<file path="config.mk">
export PLATFORM = sky130hd
export DESIGN_NAME = text_console
export DESIGN_NICKNAME = d
export VERILOG_FILES = /design/src/rtl/text_console_pkg.sv /design/src/rtl/text_cell_addr.sv /design/src/rtl/text_console.sv
export SDC_FILE = /design/constraint.sdc
export NUM_CORES = 1
export LEC_CHECK = 0
export CORE_MARGIN = 2
export CORE_UTILIZATION = 35
export CTS_CLUSTER_DIAMETER = 50
export DETAILED_ROUTE_END_ITERATION = 6
export GPL_ROUTABILITY_DRIVEN = 0
export PLACE_DENSITY = 0.69
export SLEW_MARGIN = 5
export SYNTH_ARGS = -nofsm -noshare
export SYNTH_HDL_FRONTEND = slang
export SYNTH_SLANG_ARGS = --single-unit
export TNS_END_PERCENT = 1
</file>
<file path="constraint.sdc">
create_clock -name clk_i -period 3.7 [get_ports clk_i]
set_input_delay 0.74 -clock clk_i [delete_from_list [all_inputs] [get_ports clk_i]]
set_output_delay 0.74 -clock clk_i [all_outputs]
set_load 0.01 [all_outputs]
</file>
<file path="src/rtl/text_console_pkg.sv">
// text_console_pkg: shared geometry, control codes, FSM states and CGA colours for the text console
package text_console_pkg;
    localparam int COLS   = 60;
    localparam int ROWS   = 34;
    localparam int ADDR_W = 11;

    localparam logic [5:0] LAST_COL = 6'(COLS - 1);
    localparam logic [5:0] LAST_ROW = 6'(ROWS - 1);

    localparam logic [7:0] DEFAULT_ATTR = 8'h07;
    localparam logic [7:0] BLANK_CHAR   = 8'h20;

    localparam logic [7:0] NUL = 8'h00;
    localparam logic [7:0] BS  = 8'h08;
    localparam logic [7:0] LF  = 8'h0A;
    localparam logic [7:0] FF  = 8'h0C;
    localparam logic [7:0] CR  = 8'h0D;
    localparam logic [7:0] ESC = 8'h1B;

    localparam logic [3:0] CGA_BLACK      = 4'h0;
    localparam logic [3:0] CGA_BLUE       = 4'h1;
    localparam logic [3:0] CGA_GREEN      = 4'h2;
    localparam logic [3:0] CGA_CYAN       = 4'h3;
    localparam logic [3:0] CGA_RED        = 4'h4;
    localparam logic [3:0] CGA_MAGENTA    = 4'h5;
    localparam logic [3:0] CGA_BROWN      = 4'h6;
    localparam logic [3:0] CGA_LIGHT_GREY = 4'h7;
    localparam logic [3:0] CGA_DARK_GREY  = 4'h8;
    localparam logic [3:0] CGA_WHITE      = 4'hF;

    typedef enum logic [1:0] {CLR_SCREEN, IDLE, CLR_LINE} state_t;
endpackage

</file>
<file path="src/rtl/text_cell_addr.sv">
// text_cell_addr: (row, col) -> VRAM cell address row*COLS+col
//   row, col : text cell position
//   addr     : 11-bit cell address, 0..COLS*ROWS-1
// row*60 is formed as (row<<6)-(row<<2); mod-2048 arithmetic is exact because
// every legal result is below 2048.
module text_cell_addr
    import text_console_pkg::*;
(
    input  logic [5:0]        row,
    input  logic [5:0]        col,
    output logic [ADDR_W-1:0] addr
);
    logic [ADDR_W-1:0] row_w;
    assign row_w = {5'd0, row};
    assign addr  = (row_w << 6) - (row_w << 2) + {5'd0, col};
endmodule

</file>
<file path="src/rtl/text_console.sv">
// text_console: byte stream -> text-mode VRAM writes with cursor and control codes
//   clk_i, rst_n_i           : clock, async active-low reset
//   char_i, attr_i           : incoming byte and its CGA attribute
//   char_valid_i/ready_o     : byte handshake
//   vram_cea_o/ada_o/din_o   : single-cycle VRAM write strobe, address, {attr, char}
//   cursor_col_o/row_o       : registered cursor position
//   busy_o                   : screen or line clear in progress
// Optional macro TEXT_CONSOLE_ATTR_ESC_EN: ESC followed by a byte loads an internal
// attribute register, which then replaces attr_i.
module text_console
    import text_console_pkg::*;
(
    input  logic              clk_i,
    input  logic              rst_n_i,
    input  logic [7:0]        char_i,
    input  logic [7:0]        attr_i,
    input  logic              char_valid_i,
    output logic              char_ready_o,
    output logic              vram_cea_o,
    output logic [ADDR_W-1:0] vram_ada_o,
    output logic [15:0]       vram_din_o,
    output logic [5:0]        cursor_col_o,
    output logic [5:0]        cursor_row_o,
    output logic              busy_o
);
    state_t            state, state_n;
    logic [5:0]        col, row, col_n, row_n;
    logic [5:0]        clr_col, clr_row, clr_col_n, clr_row_n;
    logic [5:0]        wr_col, wr_row;
    logic [ADDR_W-1:0] wr_addr;
    logic [15:0]       wr_data;
    logic              wr, nl, accept, decode;
    logic [7:0]        cur_attr;

    assign char_ready_o = state == IDLE;
    assign accept       = char_valid_i && char_ready_o;
    assign cursor_col_o = col;
    assign cursor_row_o = row;

`ifdef TEXT_CONSOLE_ATTR_ESC_EN
    logic [7:0] attr_q;
    logic       armed;
    assign cur_attr = attr_q;
    // The byte after ESC is an attribute, never a character or control code.
    assign decode   = !armed && char_i != ESC;
    always_ff @(posedge clk_i or negedge rst_n_i) begin
        if (!rst_n_i) begin
            attr_q <= DEFAULT_ATTR;
            armed  <= 1'b0;
        end else if (accept) begin
            armed  <= !armed && char_i == ESC;
            attr_q <= armed ? char_i : attr_q;
        end
    end
`else
    assign cur_attr = attr_i;
    assign decode   = 1'b1;
`endif

    // One address generator shared by the clear sweep and the cursor write path.
    text_cell_addr u_addr (
        .row  (wr_row),
        .col  (wr_col),
        .addr (wr_addr)
    );

    always_comb begin
        state_n   = state;
        col_n     = col;
        row_n     = row;
        clr_col_n = clr_col;
        clr_row_n = clr_row;
        wr        = 1'b0;
        wr_row    = row;
        wr_col    = col;
        wr_data   = {DEFAULT_ATTR, BLANK_CHAR};
        nl        = 1'b0;
        if (state != IDLE) begin
            wr        = 1'b1;
            wr_row    = clr_row;
            wr_col    = clr_col;
            clr_col_n = (clr_col == LAST_COL) ? 6'd0 : clr_col + 6'd1;
            if (clr_col == LAST_COL) begin
                if (state == CLR_LINE || clr_row == LAST_ROW) begin
                    state_n   = IDLE;
                    clr_row_n = 6'd0;
                end else begin
                    clr_row_n = clr_row + 6'd1;
                end
            end
        end else if (accept && decode) begin
            if (char_i >= 8'h20 && char_i <= 8'h7E) begin
                wr      = 1'b1;
                wr_data = {cur_attr, char_i};
                col_n   = col + 6'd1;
                nl      = col == LAST_COL;
            end else if (char_i == LF) begin
                nl = 1'b1;
            end else if (char_i == CR) begin
                col_n = 6'd0;
            end else if (char_i == BS && col != 6'd0) begin
                wr     = 1'b1;
                col_n  = col - 6'd1;
                wr_col = col - 6'd1;
            end else if (char_i == FF) begin
                col_n     = 6'd0;
                row_n     = 6'd0;
                clr_col_n = 6'd0;
                clr_row_n = 6'd0;
                state_n   = CLR_SCREEN;
            end
            // Rows wrap instead of scrolling; the new row is blanked in CLR_LINE.
            if (nl) begin
                col_n     = 6'd0;
                row_n     = (row == LAST_ROW) ? 6'd0 : row + 6'd1;
                clr_col_n = 6'd0;
                clr_row_n = row_n;
                state_n   = CLR_LINE;
            end
        end
    end

    always_ff @(posedge clk_i or negedge rst_n_i) begin
        if (!rst_n_i) begin
            state      <= CLR_SCREEN;
            col        <= 6'd0;
            row        <= 6'd0;
            clr_col    <= 6'd0;
            clr_row    <= 6'd0;
            vram_cea_o <= 1'b0;
            vram_ada_o <= '0;
            vram_din_o <= '0;
            busy_o     <= 1'b0;
        end else begin
            state      <= state_n;
            col        <= col_n;
            row        <= row_n;
            clr_col    <= clr_col_n;
            clr_row    <= clr_row_n;
            vram_cea_o <= wr;
            vram_ada_o <= wr_addr;
            vram_din_o <= wr_data;
            busy_o     <= state != IDLE;
        end
    end
endmodule
</file>
# --- After elaboration in Yosys (flattened, before gate mapping) ---
# Cells that the tools add are included.
totals:
  memories: 0
  latchBits: 0
  out_inout_bits: 42
  ram_bits: 0
  romBits: 0
  in_bits: 19
  regBits: 55
op_classes:
  n_mul: 0
  shift: 0
  n_lt_le_gt_ge: 2
  n_bitwise: 1
  reduce_logical: 14
  eq_ne: 22
  add_sub_neg: 7
  n_mux: 50
  div_mod_pow: 0
ops:
  columns: ["operator", "n"]
  rows:
  - ["6-bit 2-to-1 mux", 27]
  - ["16-bit 2-to-1 mux", 3]
  - ["8-bit by 4-bit equality test with 1-bit output (second input constant)", 4]
  - ["6-bit by 1-bit adder with 6-bit output (second input constant)", 4]
  - ["6-bit equality test (second input constant)", 4]
  - ["2-bit 2-to-1 mux", 10]
  - ["3-bit by 2-bit != test with 1-bit output (second input constant)", 5]
  - ["2-bit by 1-bit != test with 1-bit output (second input constant)", 7]
  - ["7-bit AND reduction", 2]
  - ["11-bit by 6-bit adder with 11-bit output", 1]
  - ["11-bit by 8-bit subtractor with 11-bit output", 1]
  - ["1-bit 2-to-1 mux", 10]
  - ["8-bit by 6-bit greater-or-equal comparator with 1-bit output (second input constant)", 1]
  - ["8-bit by 7-bit <= comparator with 1-bit output (second input constant)", 1]
  - ["8-bit AND reduction", 1]
  - ["6-bit AND reduction", 1]
  - ["6-bit nonzero test", 1]
  - ["6-bit by 1-bit subtractor with 6-bit output (second input constant)", 1]
  - ["5-bit nonzero test", 1]
  - ["4-bit AND reduction", 1]
  - ["2-bit nonzero test", 2]
  - ["1-bit logical AND", 3]
  - ["3-bit nonzero test", 1]
  - ["2-bit by 1-bit equality test with 1-bit output (second input constant)", 1]
  - ["3 further kinds", 3]

# --- Depth between registers and ports, before layout ---
# Gate-level depths: netlist of run 1.
logic_depth:
  ltp_word: 9
  depth_mapped: 16
  mapped_depth_nobuf: 16

# --- Modules after synthesis ---
# A second synthesis of run 1 with hierarchy kept.
unflattened:
  cells_unflattened: 363
  hier_area_um2: 3273.1
by_module_without_submodules:
  columns: ["module", "area_each_um2", "instances", "cells_each", "seq_area_each_um2"]
  rows:
  - ["text_console", 2955.3, 1, 317, 1376.3]
  - ["text_cell_addr", 317.8, 1, 46, 0.0]

# --- Least setup slack after synthesis of run 1 ---
# No wires, ideal clock.
synth_path:
  path_type: "in2reg"
  from: "in char_i[0]"
  to: "reg vram_ada_o[7]"
  setup_time_ns: 0.123
  t_arrival_ns: 3.518
  setup_slack_ns: 0.059
  path_stages: 14
  required_ns: 3.577
  path_buffers: 0
  cell_sequence: "nor4b_1 > o311ai_2 > inv_2 > nand4_1 > nor3_1 > xnor2_1 > o21ai_0 > ha_1 > o21a_1 > o21a_1 > o21a_1 > or2_2 > a211oi_1 > nor2_1"
synth_via:
  elab_chain_len: 9
  elab_cells_between_ends: 14
  cone_classes: "1 x add/sub; 2 x order compare; 3 x eq/ne; 6 x mux; 2 x reduce/logical"
synth_lines:
  columns: ["element", "line_no", "source"]
  rows:
  - ["start, declared", "text_console.sv:15", "input logic [7:0] char_i,"]
  - ["8-bit by 4-bit equality test with 1-bit output", "text_console.sv:101", "end else if (char_i == BS && col != 6'd0) begin"]
  - ["1-bit logical AND", "text_console.sv:101", null]
  - ["6-bit 2-to-1 mux", "text_console.sv:101", null]
  - ["6-bit 2-to-1 mux", "text_console.sv:99", "end else if (char_i == CR) begin"]
  - ["6-bit 2-to-1 mux", "text_console.sv:97", "end else if (char_i == LF) begin"]
  - ["6-bit 2-to-1 mux (*)", "text_console.sv:92", "if (char_i >= 8'h20 && char_i <= 8'h7E) begin"]
  - ["6-bit 2-to-1 mux (*)", "text_console.sv:91", "end else if (accept && decode) begin"]
  - ["6-bit 2-to-1 mux (*)", "text_console.sv:78", "if (state != IDLE) begin"]
  - ["11-bit by 6-bit adder with 11-bit output (*)", "text_cell_addr.sv:15", "assign addr = (row_w << 6) - (row_w << 2) + {5'd0, col};"]
  - ["named net u_addr.addr[7]", "text_cell_addr.sv:11", "output logic [ADDR_W-1:0] addr"]
  - ["end signal, assigned", "text_console.sv:141", "vram_ada_o <= wr_addr;"]
  - ["end, declared", "text_console.sv:20", "output logic [ADDR_W-1:0] vram_ada_o,"]
# Mark *: on every way through the listed nets, which the timed path passes. The rest lies on a longest branch.
# A chain may end at the register's enable or synchronous reset.

# --- Worst setup path after layout of run 1 ---
layout_path:
  from: "in char_i[1]"
  to: "reg vram_ada_o[7]"
# The elaborated chain is that of the path after synthesis.

==> impl_metrics.json, run 1 <==
{
  "rows": 34,
  "die_area_mm2": 0.00968,
  "final_common_cell": "dfrtp_1",
  "fin_tns_setup_ns": 0,
  "cts_buffers": 5,
  "fin_nets": 461,
  "synth_flop_cell": "dfrtp_1",
  "top_layer_used": "met4",
  "gr-usage-all-layers": 0.166,
  "clk_latency_ns": 0.31,
  "cts_hold_buf": 0,
  "tightest_slew_ns": 0.868,
  "yosys_warnings": 0,
  "drc": 0,
  "via_count": 2856,
  "routedWlPerCell_um": 14.7,
  "critPathLaunchType": "input port",
  "drive_gt1_frac": 0.143,
  "cts_sinks": 55,
  "fin_crit_ns": 3.44,
  "synth-seq-cells": 55,
  "slew_headroom": 0.421,
  "hold_slack_ns": 0.517,
  "fin_crit_sh": 0.929,
  "async_flop_share": 1.00,
  "viasPerCell": 5.33,
  "antenna_cells": 0,
  "start_util": 0.359,
  "postRouteAntennaNets": 0,
  "cts-root-buf": "clkbuf_8",
  "ys_types": 56,
  "holdCritPathClass": "register to register",
  "slowest_delay_ns": 0.30,
  "synthCells": 341,
  "final_util": 0.488,
  "crit_path_top_delay_cell": "ha_1",
  "maxCapViolations": 0,
  "post-synth-top-area-fraction": 0.441,
  "grt_pass1_wl_um": 13200,
  "cp-end-kind": "register",
  "required_ns": 3.90,
  "pin_count": 61,
  "worst_clock_skew_ns": 0.0107,
  "setup_viol": 0,
  "area_delta_synth_final_pct": 35.7,
  "ir_worst_vdd_mv": 0.196,
  "syn-num-nets": 375,
  "synth.area.top_cells": "dfrtp_1, o21ai_0, ha_1",
  "grt_pass1_vias": 2735,
  "final_cell_mix": "dfrtp_1, clkdlybuf4s50_1, o21ai_0, nand2_1, buf_4",
  "path_common_cell": "o21a_1",
  "synth_area_mm2": 0.00312,
  "antenna_found_initial": 0,
  "portBuffers": 60,
  "dr_wl_met3_um": 335,
  "cp_data_arrival_time_ns": 3.64,
  "fillCellCount": 816,
  "path_max_fanout": 4,
  "path_cells": "dlymetal6s2s_1 > nor4b_4 > buf_4 > o311ai_2 > inv_2 > nand4_1 > nor2_1 > xnor2_1 > o21ai_0 > ha_1 > o21a_1 > o21a_1 > o21a_1 > or2_2 > a211oi_2 > nor2_1",
  "yosysSeqAreaShare": 0.441,
  "path_clk_slew_ns": 0.11,
  "first_iter_violations": 220,
  "critPathKind": "input port to register",
  "dp_hpwl_um": 5800,
  "leakage_nw": 1.87,
  "slew_viol_final": 0,
  "syn_avg_cell_area_um2": 9.15,
  "drtPass1Iterations": 4,
  "grt-ovfl-total": 0,
  "cts.path.max_buffers": 2,
  "instances_no_fill": 536,
  "synth.largest_area_cell": "dfrtp_1",
  "hold_viol_final": 0,
  "dpl_worst_slack_ns": -0.338,
  "die_w_um": 98.4,
  "wl_met2_um": 3800,
  "cts-htree-levels": 2,
  "status": "finished, final reports clean",
  "synth_edf_count": 0,
  "postLayoutSetupSlackWorst_ns": 0.264,
  "cts_tree": "done",
  "core_region_area_mm2": 0.00868,
  "die_h_um": 98.4,
  "powerDensity_mw_per_mm2": 271,
  "grt_max_degree": 39,
  "clock.fmax_mhz": 291,
  "drt-total-wl_um": 7870,
  "wl_met1_um": 3600,
  "dp_cells": 525
}
==> cells in the mapped netlist (2+ instances only) <==
| cell type | n |
|---|---|
| a21oi_1 | 6 |
| a22o_1 | 4 |
| a22oi_1 | 2 |
| a31oi_1 | 7 |
| and2_1 | 2 |
| and3_1 | 14 |
| buf_1 | 2 |
| buf_2 | 3 |
| clkbuf_1 | 11 |
| dfrtp_1 | 55 |
| ha_1 | 15 |
| inv_1 | 13 |
| mux2_4 | 2 |
| mux2i_1 | 5 |
| nand2_1 | 36 |
| nand2b_1 | 3 |
| nand3_1 | 11 |
| nand4_1 | 6 |
| nor2_1 | 26 |
| nor2b_1 | 3 |
| nor3_1 | 11 |
| nor3b_1 | 3 |
| nor4_1 | 2 |
| o21a_1 | 4 |
| o21ai_0 | 39 |
| o22ai_1 | 4 |
| o31ai_1 | 3 |
| or3_1 | 11 |
| or4_1 | 2 |
| xnor2_1 | 9 |
| xor2_1 | 2 |
==> cell type report <==
cell class | count | area, um2 | area share
Clock buffer | 5 | 68.8 | 0.0163
Clock inverter | 3 | 47.5 | 0.0112
Inverter | 14 | 52.6 | 0.0124
Multi-Input combinational cell | 256 | 1670 | 0.396
Sequential cell | 55 | 1380 | 0.325
Tap cell | 108 | 135 | 0.0319
Timing Repair Buffer | 95 | 878 | 0.208
==> worst max-delay path, delay by kind of cell <==
kind,cells,cell delay (ns)
XOR/XNOR,1,0.15
adder cells (fa/ha/maj),1,0.30
AND/OR/NAND/NOR,5,1.00
buffers and inverters,3,0.40
AO/OA/AOI/OAI,6,1.02
==> kinds of logic (layout without fill, tap and decap cells) <==
| group | count (synthesis) | count (layout) | synth area share |
|---|---|---|---|
| AOI/OAI and AO/OA | 84 | 84 | 0.176 |
| DFF | 55 | 55 | 0.441 |
| and+or+nand+nor | 138 | 138 | 0.227 |
| xor gates and xnor gates | 11 | 11 | 0.0309 |
| buffers and inverters | 30 | 117 | 0.0373 |
| adders and majority gates | 15 | 15 | 0.0602 |
| muxes | 7 | 7 | 0.0257 |
| other | 1 | 1 | 0.00120 |
==> routing by layer <==
metal  vias up  track usage
met2        60        0.274
met4         0       0.0506
li1       1403            -
met5         -            0
met1      1383        0.223
met3        10       0.0272
==> sequential cells by signal, indices dropped and copies added (netlist names) <==
signal / count
state: 2
vram_cea_o: 1
clr_row: 6
clr_col: 6
vram_ada_o: 11
cursor_col_o: 6
cursor_row_o: 6
busy_o: 1
vram_din_o: 16
==> where the power goes <==
part	total, mW	internal [mW]	switching [mW]	leakage (nW)
Sequential	0.613	0.610	0.00340	0.670
Combinational	0.122	0.0631	0.0592	1.15
Clock	0.412	0.205	0.207	0.0587
==> final timing paths <==
check | start | endpoint | slack (ns) | cells after the start
worst max register to register | cursor_col_o[0] | vram_ada_o[7] | 0.29 | 16
max in group asynchronous | rst_n_i | vram_ada_o[8] | 2.41 | 2
worst max-delay path | char_i[1] | vram_ada_o[7] | 0.26 | 16
worst min register to register | state[0] | state[0] | 0.52 | 1
worst min-delay path | state[0] | state[0] | 0.52 | 1
min in group asynchronous | rst_n_i | cursor_col_o[4] | 0.53 | 1
==> per-stage QoR <==
stage | power, mW | instance area [um2]
2_1_floorplan | 0.668 | 3120
3_3_place_gp | 0.740 | 4030
3_5_place_dp | 0.742 | 4030
4_1_cts | 1.15 | 4150
5_1_grt | 1.19 | 4230
6_report | 1.15 | 4230
==> what timing repair did <==
| action | CTS | global route |
|---|---|---|
| buffers inserted | 0 | 3 |
| pin swaps | 0 | 7 |
| hold endpoints to repair | 0 | 0 |
| endpoints found under the setup margin | 1 | 5 |
| resized for setup | 1 | 15 |
Note: power is estimated with default switching activity, not from simulation.
==> run 2: changes to the inputs <==
Settings changed: PLACE_DENSITY 0.69 to 0.71.
Clock period 3.7 ns to 3.07 ns, I/O delays scaled along.
==> run 2 against run 1 <==
Net effect: clock-buffer cell count stayed put; largest power group unchanged; highest routed layer unchanged; via count is 0.60% higher; clock skew is 0.0069 ns lower; critical endpoint unchanged.
==> impl_metrics.json, run 2 (same netlist as run 1, synthesis figures left out) <==
{
  "path_common_cell": "o21a_1",
  "hold_viol_final": 0,
  "r2r-end": "vram_ada_o[7]",
  "top_regs": "vram_din_o: 16 flops, vram_ada_o: 11 flops",
  "dp_cells": 534,
  "holdCritPathClass": "input port to asynchronous set/reset pin",
  "clk_latency_ns": 0.31,
  "core_region_area_mm2": 0.00868,
  "fin_nets": 472,
  "clock.fmax_mhz": 327,
  "dp_hpwl_um": 5850,
  "leakage_nw": 1.88,
  "place_area_mm2": 0.00413,
  "drc": 0,
  "status": "finished, final reports clean",
  "start_util": 0.359,
  "postRouteAntennaNets": 0,
  "cts.path.max_buffers": 2,
  "setup_viol": 0,
  "largest_register": "vram_din_o",
  "grt_max_degree": 42,
  "cts_buffers": 5,
  "tightest_slew_ns": 0.876,
  "grt_pass1_vias": 2830,
  "cts_sinks": 55,
  "r2r_cells": 14,
  "ir_worst_vdd_mv": 0.176,
  "rsz0062_at_grt": "true",
  "drive_gt1_frac": 0.198,
  "crit_buf_inv": 1,
  "powerDensity_mw_per_mm2": 334,
  "cp.depth": 14,
  "drt-total-wl_um": 8100,
  "maxCapViolations": 0,
  "crit_path_top_delay_cell": "a311o_1",
  "cp_data_arrival_time_ns": 3.27,
  "fin_area_mm2": 0.00434,
  "final_cell_mix": "dfrtp_1, clkdlybuf4s50_1, buf_4, o21ai_0, nand2_1",
  "critPathKind": "input port to register",
  "die_area_mm2": 0.00968,
  "required_ns": 3.27,
  "final_common_cell": "dfrtp_1",
  "grt-ovfl-total": 0,
  "crit_path_start": "char_i[5]",
  "cts_tree": "done",
  "instances_no_fill": 547,
  "ff2ff_setup_slack_ns": 0.02,
  "slowest_delay_ns": 0.39,
  "cts-htree-levels": 2,
  "path_cells": "clkdlybuf4s15_2 > and4_4 > a311o_1 > nand4_1 > nor2_1 > xnor2_1 > o21ai_1 > ha_1 > o21a_1 > o21a_1 > o21a_1 > or2_4 > a211oi_2 > nor2_1",
  "drtPass1Iterations": 4,
  "critPathTopFamily": "compound AO/OA/AOI/OAI gates",
  "slew_viol_final": 0,
  "cts_hold_buf": 0,
  "die_w_um": 98.4,
  "cts-root-buf": "clkbuf_8",
  "pin_count": 61,
  "slew_headroom": 0.416,
  "via_count": 2873,
  "cp-end-kind": "register",
  "fin_crit_ns": 3.06,
  "path_clk_slew_ns": 0.10,
  "viasPerCell": 5.25,
  "worstSetupEndpoint": "vram_ada_o[7]",
  "path_max_fanout": 3,
  "largest_register_ffs": 16,
  "worstReg2RegStart": "cursor_col_o[4]",
  "fin_crit_sh": 0.998,
  "worst_clock_skew_ns": 0.00390,
  "antenna_found_initial": 0,
  "antenna_cells": 0,
  "critPathLaunchType": "input port",
  "area_delta_synth_final_pct": 39.3,
  "rows": 34,
  "routedWlPerCell_um": 14.8,
  "fin_tns_setup_ns": 0,
  "hold_slack_ns": 0.413,
  "grt_pass1_wl_um": 13500,
  "gr-usage-all-layers": 0.169,
  "first_iter_violations": 211,
  "die_h_um": 98.4,
  "portBuffers": 60
}
==> run 2: cell count changes in the layout (fill, tap and decap cells not counted), moves of 2 or more <==
cell and change:
dlymetal6s2s_1 -8, nand3_1 -2, buf_4 +10, nor2_1 -2, clkdlybuf4s15_2 +2, buf_2 +6
==> run 2: power by group <==
| part | internal (mW) | switching, mW | leakage [nW] |
|---|---|---|---|
| registers | 0.735 | 0.00403 | 0.670 |
| logic | 0.0757 | 0.0759 | 1.14 |
| clock network | 0.325 | 0.236 | 0.0644 |
==> run 2: routing by layer <==
| layer | wire length (um) | up-vias | global-route usage |
|---|---|---|---|
| li1 | - | 1417 | - |
| met1 | 3580 | 1361 | 0.221 |
| met2 | 3990 | 77 | 0.284 |
| met3 | 338 | 18 | 0.0265 |
| met4 | 196 | 0 | 0.0632 |
| met5 | 0 | - | 0 |
==> run 2: what timing repair did <==
| action | CTS | global route |
|---|---|---|
| cloned | 0 | 0 |
| hold endpoints to repair | 0 | 0 |
| endpoints found under the setup margin | 6 | 5 |
| gates resized for setup | 38 | 6 |
| setup buffers | 5 | 0 |
| pin swaps | 18 | 1 |
==> run 2: cell type report <==
type | count | area [um2]
Sequential cell | 55 | 1380
Tap cell | 108 | 135
Inverter | 14 | 52.6
Fill cell | 798 | 4330
Multi-Input combinational cell | 256 | 1730
Timing Repair Buffer | 106 | 917
Clock inverter | 3 | 67.6
Clock buffer | 5 | 68.8
==> run 2: how the worst min path moves through the flow <==
stage	startpoint	end	slack, ns	cells after the start
2_1_floorplan	rst_n_i	busy_o	0.32	0
3_3_place_gp	state[0]	state[0]	0.49	1
3_5_place_dp	clr_col[5]	clr_col[5]	0.53	2
4_1_cts	rst_n_i	cursor_col_o[4]	0.44	1
5_1_grt	rst_n_i	vram_din_o[5]	0.48	1
6_report	rst_n_i	vram_din_o[5]	0.41	1
==> run 2: through the flow <==
step                      setup WS, ns   util  total power [mW]
after floorplan                 -0.279      -             0.807
after global placement          -0.667  0.476             0.895
after detailed placement        -0.729  0.476             0.898
after CTS                      -0.0102  0.498              1.47
after global routing            -0.168  0.501              1.51
final                          0.00723  0.501              1.45
==> run 2: worst register-to-register path: stages (launching register included) <==
cell and delay [ns]:
dfrtp_1 0.39, or3_4 0.42, o311ai_4 0.25, inv_2 0.06, nand4_1 0.13, nor2_1 0.08
xnor2_1 0.17, o21ai_1 0.09, ha_1 0.30, o21a_1 0.19, o21a_1 0.21, o21a_1 0.21
or2_4 0.24, a211oi_2 0.17, nor2_1 0.06
